`config.mk`:
```
export PLATFORM = sky130hd
export DESIGN_NAME = alu_dot8_pipe
export DESIGN_NICKNAME = d
export VERILOG_FILES = /design/src/rtl/alu_dot8_pipe.sv
export SDC_FILE = /design/constraint.sdc
export NUM_CORES = 2
export LEC_CHECK = 0
export CORE_AREA = 2 2 541 328
export CTS_CLUSTER_DIAMETER = 30
export DETAILED_ROUTE_END_ITERATION = 8
export DIE_AREA = 0 0 543 330
export GPL_TIMING_DRIVEN = 0
export PLACE_DENSITY = 0.7
export SLEW_MARGIN = 40
export SYNTH_ARGS = -nofsm -noshare
export SYNTH_HDL_FRONTEND = slang
export SYNTH_SLANG_ARGS = --single-unit
```
`constraint.sdc`:
```
create_clock -name clk -period 24.5 [get_ports clk]
set_clock_uncertainty 0.2 [all_clocks]
set_input_delay 4.9 -clock clk [delete_from_list [all_inputs] [get_ports clk]]
set_output_delay 4.9 -clock clk [all_outputs]
set_load 0.1 [all_outputs]
```
`src/rtl/alu_dot8_pipe.sv`:
```
`timescale 1ns/1ps
// alu_dot8_pipe
// Two-stage elastic packed-int8 dot-product PE on the DOT8 port of the ALU PE
// switch. Each lane computes the 4-way dot product of the byte lanes of rs1
// and rs2 (signed or unsigned). The result is sign-extended to 32 bits.
//
// Ports:
//   clk, reset        - clock, asynchronous active-high reset
//   execute_valid     - request valid
//   execute_ready     - request accepted when valid & ready
//   execute_unsigned  - 1: zero-extend bytes (DOT8U), 0: sign-extend (DOT8)
//   execute_tmask     - active-lane mask
//   execute_rs1/rs2   - packed byte operands, 32 bits per lane
//   execute_tag       - opaque side-band, carried unchanged
//   result_valid      - result valid (S2 register)
//   result_ready      - consumer ready
//   result_tmask      - lane mask of the result
//   result_data       - per-lane dot product, 32 bits per lane
//   result_tag        - side-band of the result
module alu_dot8_pipe #(
    parameter int NUM_LANES = 4,
    parameter int TAG_WIDTH = 64
) (
    input  logic                      clk,
    input  logic                      reset,
    input  logic                      execute_valid,
    output logic                      execute_ready,
    input  logic                      execute_unsigned,
    input  logic [NUM_LANES-1:0]      execute_tmask,
    input  logic [NUM_LANES*32-1:0]   execute_rs1,
    input  logic [NUM_LANES*32-1:0]   execute_rs2,
    input  logic [TAG_WIDTH-1:0]      execute_tag,
    output logic                      result_valid,
    input  logic                      result_ready,
    output logic [NUM_LANES-1:0]      result_tmask,
    output logic [NUM_LANES*32-1:0]   result_data,
    output logic [TAG_WIDTH-1:0]      result_tag
);

    logic                     s1_valid;
    logic [NUM_LANES-1:0]     s1_tmask;
    logic [TAG_WIDTH-1:0]     s1_tag;
    logic signed [16:0]       s1_prod [NUM_LANES][4];

    logic signed [16:0]       prod_next [NUM_LANES][4];
    logic signed [16:0]       a_x;
    logic signed [16:0]       b_x;
    logic signed [18:0]       acc;
    logic [NUM_LANES*32-1:0]  sum_next;

    logic en1;
    logic en2;

    // S2 frees up when empty or draining; S1 frees up when empty or moving into S2.
    assign en2           = ~result_valid | result_ready;
    assign en1           = ~s1_valid | en2;
    assign execute_ready = en1;

    // Byte products: each byte is extended to 9 significant bits (sign or zero)
    // and carried at 17 bits so the product fits without truncation.
    always_comb begin
        a_x = '0;
        b_x = '0;
        for (int unsigned l = 0; l < NUM_LANES; l++) begin
            for (int unsigned i = 0; i < 4; i++) begin
                a_x = {{9{~execute_unsigned & execute_rs1[l*32 + i*8 + 7]}},
                       execute_rs1[l*32 + i*8 +: 8]};
                b_x = {{9{~execute_unsigned & execute_rs2[l*32 + i*8 + 7]}},
                       execute_rs2[l*32 + i*8 +: 8]};
                prod_next[l][i] = a_x * b_x;
            end
        end
    end

    // Adder tree over the S1 products; inactive lanes are forced to 0 because
    // their product registers may hold data from an older request.
    always_comb begin
        sum_next = '0;
        acc      = '0;
        for (int unsigned l = 0; l < NUM_LANES; l++) begin
            acc = '0;
            for (int unsigned i = 0; i < 4; i++) begin
                acc = acc + {{2{s1_prod[l][i][16]}}, s1_prod[l][i]};
            end
            if (s1_tmask[l]) begin
                sum_next[l*32 +: 32] = {{13{acc[18]}}, acc};
            end
        end
    end

    // Stage 1: products, mask, tag.
    always_ff @(posedge clk or posedge reset) begin
        if (reset) begin
            s1_valid <= 1'b0;
            s1_tmask <= '0;
            s1_tag   <= '0;
            for (int unsigned l = 0; l < NUM_LANES; l++) begin
                for (int unsigned i = 0; i < 4; i++) begin
                    s1_prod[l][i] <= '0;
                end
            end
        end else if (en1) begin
            s1_valid <= execute_valid;
            if (execute_valid) begin
                s1_tmask <= execute_tmask;
                s1_tag   <= execute_tag;
                for (int unsigned l = 0; l < NUM_LANES; l++) begin
                    if (execute_tmask[l]) begin
                        for (int unsigned i = 0; i < 4; i++) begin
                            s1_prod[l][i] <= prod_next[l][i];
                        end
                    end
                end
            end
        end
    end

    // Stage 2: final sum drives the result ports directly.
    always_ff @(posedge clk or posedge reset) begin
        if (reset) begin
            result_valid <= 1'b0;
            result_tmask <= '0;
            result_data  <= '0;
            result_tag   <= '0;
        end else if (en2) begin
            result_valid <= s1_valid;
            if (s1_valid) begin
                result_tmask <= s1_tmask;
                result_data  <= sum_next;
                result_tag   <= s1_tag;
            end
        end
    end

endmodule

```
==> results list <==
- After synthesis, the share of flip-flops with an asynchronous set or reset is 100%.
- After synthesis the netlist holds a flip-flop and latch count of 486.
- DIE AREA: approximately 180000 µm²
* Post-CTS setup repair buffer count: 0
- Registers take around 12000 µm².
- Highest net fanout along the worst path: 10
* Type of the worst setup path: primary input to flip-flop
* Worst Setup Slack post-DPL: 12480 ps
- Max-Slew Margin vs Limit: ~45%
* Post-DP HPWL: 162000 µm
- Number of search-and-repair iterations in the first detailed-routing pass: 6
- Post_cts resized: 0
- Final design utilization: between 40% and 50%
- Tcrit/Tclk final: a little under half
- Mean Syn Cell Area: between 9 and 10 µm²
- Synthesis-to-finish area growth: 14.0%
- Routed length per placed instance: roughly 18 µm
- The clock passes through at most 3 buffers.
- Routability-driven placement congestion ratio: roughly 0.9
* H-tree depth: 3
- Data on the critical path is required at its endpoint by 24890 ps.
* Gate count after technology mapping: about 7400
- In this run the remaining antenna-violating nets after routing total 0.
* Row cnt: between 100 and 150
* Final setup violating endpoints: 0
- Largest incremental delay on the critical path: about 540 ps
- The most used flip-flop cell after synthesis is sky130_fd_sc_hd__dfrtp_1.
- Yosys Warn Count: 0
- Outcome: finished, final reports clean
- The final layout contains routed wiring with a total length of about 190000 µm.
- Mapped Area: between 60000 and 70000 µm²
* Total nets after synthesis: 9553
- VDD sags by at most between 0.0001 and 0.00015 V.
- The layout has 16509 filler cells.
- The count of buffers added on input and output ports is 385.
- Once the floorplan was initialized, standard cells occupied between 30% and 40% of the core.
- Global routing consumed, over all layers together, 22.0% of the routing resources.
* Commonest cells after routing, fill and taps aside: sky130_fd_sc_hd__inv_1 (1339), sky130_fd_sc_hd__nand2_1 (1335), sky130_fd_sc_hd__fa_1 (1212)
- Clock transition at the registers of the reported paths: approximately 50 ps
- Share of final-layout standard cells stronger than drive strength 1: 6.04%
* Cell type with the largest total area after synthesis: sky130_fd_sc_hd__fa_1
* Crit end category: flip-flop
- The slowest stage of the critical path is the sky130_fd_sc_hd__clkbuf_4 cell.
- The worst hold path passes through 2 cells.
- Once routing completed, OpenROAD measured the worst setup slack at 13210 ps.
* Number of hold-slack violations in the final timing report: 0
- The net count of the finished layout is around 10000.
* Multi-input gate area in the final layout: between 50000 and 60000 µm²
- After synthesis, the netlist uses 44 different library cells.
- Height of the die: around 330 µm
* Most Frequent Cell on Critical Path: sky130_fd_sc_hd__fa_1
- Top cells by area in the synthesized netlist: sky130_fd_sc_hd__fa_1 (35%), sky130_fd_sc_hd__dfrtp_1 (18%), sky130_fd_sc_hd__ha_1 (11%)
* Buffer cell driving the clock tree root: sky130_fd_sc_hd__clkbuf_16
* Type of element launching the critical path: primary input
- Wire length of the first global-routing pass: between 300000 and 400000 µm
- Core Box Area: roughly 170000 µm²
* Count of hold-fix buffers inserted at cts: 0
* Total via count in the routed design: 51500
* Class of the tightest hold or removal check: flip-flop to flip-flop
- Most common cell after layout, fill and taps aside: sky130_fd_sc_hd__inv_1
- Max-cap violations in this run came to 0.
* Maximum number of pins on one net before global-route repair: 83
- The clock reaches the later pin of the worst-skew pair after around 740 ps.
- Sequential-to-total area share from yosys stat: between 10% and 20%
- Width of the die: around 540 µm
* Arrival time worst endpoint: about 12000 ps
- Measured slew at the worst slew-check pin: 818 ps
* Initial antenna violation count: 37
- The signal on the critical path passes through buf_2, clkbuf_4, clkbuf_4, clkbuf_2, nand2b_1, clkbuf_1, or2_1, fa_1, fa_1, inv_1, fa_1, inv_1, fa_1, fa_1, inv_1, ha_1, o21ai_1, a21oi_1, o21ai_1, a21boi_1, o211a_1, o21a_1, o31ai_1.
- TritonCTS built the clock tree.
* Power density over cell area: 140 nW/µm²
- Summed over all layers, the global routing overflow is 0.
- Summed over all cells, the static leakage comes to between 40 and 50 nW.
- In the routed design, unresolved DRC markers number 0.
* Cell count of the worst reg-to-reg path: 12
* Number of primary I/O pins: 527
- First DRT Iteration DRCs: roughly 3700
- The max-slew violation count was 0.
- The synthesized design contains 0 enable-type register cells.
* Maximum achievable frequency: around 90 MHz
- For the finished layout, the period the worst path requires is approximately 11000 ps.
- Setup repair after global routing left no endpoint under its margin.
- Vias in the first global route: ~55000
- Post-synth top area share: 35.0%
- TritonCTS Sinks: approximately 490
* CTS buffer count: 99
- After detailed routing, the number of vias per cell comes to around 5.
-- area by class of cell --
class,instances,share of cell area [%]
Multi-Input combinational cell,5217,64.2
Sequential cell,486,15.4
Inverter,1345,6.39
Timing Repair Buffer,394,3.89
Tap cell,2359,3.73
Clock buffer,108,3.24
Buffer,332,1.87
Clock inverter,75,1.27
Antenna cell,21,0.0664
-- per-stage QoR --
| step | std cells | total power (W) | TNS [ps] | hold WS [ps] | instance area (µm²) |
|---|---|---|---|---|---|
| 6_report | 10337 | 0.0111 | 0 | 247 | 79100 |
| 5_1_grt | 10329 | 0.0121 | 0 | 270 | 79100 |
| 4_1_cts | 10316 | 0.0110 | 0 | 248 | 79000 |
| 3_5_place_dp | 10133 | 0.00949 | 0 | 249 | 75500 |
| 3_3_place_gp | 10124 | 0.00935 | -34740 | 239 | 76200 |
| 2_1_floorplan | 7380 | 0.00743 | 0 | 232 | 69400 |
-- synth_stat cells, types with 37 or more instances --
library cell,instances
sky130_fd_sc_hd__a21o_1,56
sky130_fd_sc_hd__a21oi_1,105
sky130_fd_sc_hd__and2_1,519
sky130_fd_sc_hd__buf_4,52
sky130_fd_sc_hd__clkbuf_1,262
sky130_fd_sc_hd__dfrtp_1,486
sky130_fd_sc_hd__fa_1,1212
sky130_fd_sc_hd__ha_1,632
sky130_fd_sc_hd__inv_1,1340
sky130_fd_sc_hd__mux2_1,104
sky130_fd_sc_hd__nand2_1,1335
sky130_fd_sc_hd__nor2_1,197
sky130_fd_sc_hd__nor3_1,72
sky130_fd_sc_hd__o21a_1,60
sky130_fd_sc_hd__o21ai_1,245
sky130_fd_sc_hd__o31ai_1,92
sky130_fd_sc_hd__or2_1,37
sky130_fd_sc_hd__xnor2_1,187
sky130_fd_sc_hd__xor2_1,107
-- worst max-delay path: cells and delay by family --
kind	cells	cell delay, ps
buffers and inverters	8	2440
adders and majority gates	6	2680
and+or+nand+nor	2	370
AOI/OAI and AO/OA	7	1260
-- sequential cells by signal, summed over array words and instances (netlist names) --
signal and flops:
s1_tag 64, result_tag 64, s1_valid 1, result_data 76, result_tmask 4, s1_tmask 4, s1_prod 272, result_valid 1
-- report_power, final --
group / switching (W) / internal (W) / leakage (nW)
logic: 0.00506 / 0.00323 / 33.0
registers: 0.000274 / 0.00109 / 6.03
clock network: 0.000523 / 0.000910 / 1.69
-- cell families after synthesis --
group	count (synthesis)	synth area share [%]
AOI/OAI and AO/OA	688	6.37
xor gates and xnor gates	294	3.71
adders and majority gates	1844	46.4
buffers and inverters	1677	9.35
DFF	486	17.5
muxes	114	1.83
and+or+nand+nor	2277	14.9
-- final timing paths --
| check | startpoint | endpoint | slack, ps |
|---|---|---|---|
| max in group asynchronous | reset | result_tag[47]$_DFFE_PP0P_ | 18340 |
| min in group asynchronous | reset | s1_tag[5]$_DFFE_PP0P_ | 4440 |
| worst max-delay path | execute_unsigned | s1_prod[202]$_DFFE_PP0P_ | 13210 |
| worst min register to register | s1_tag[61]$_DFFE_PP0P_ | result_tag[61]$_DFFE_PP0P_ | 250 |
| worst min-delay path | s1_tag[61]$_DFFE_PP0P_ | result_tag[61]$_DFFE_PP0P_ | 250 |
| worst max register to register | s1_prod[137]$_DFFE_PP0P_ | result_data[49]$_DFFE_PP0P_ | 20250 |
-- layer usage --
layer | vias to the layer above | global-route usage (%) | share of wire, %
li1 | 23459 | - | -
met1 | 26206 | 31.8 | 46
met2 | 1563 | 32.6 | 44
met3 | 242 | 5.77 | 8.5
met4 | 30 | 5.38 | 2.0
met5 | - | 0 | 0.10
Power figures use the tool's default switching activity.
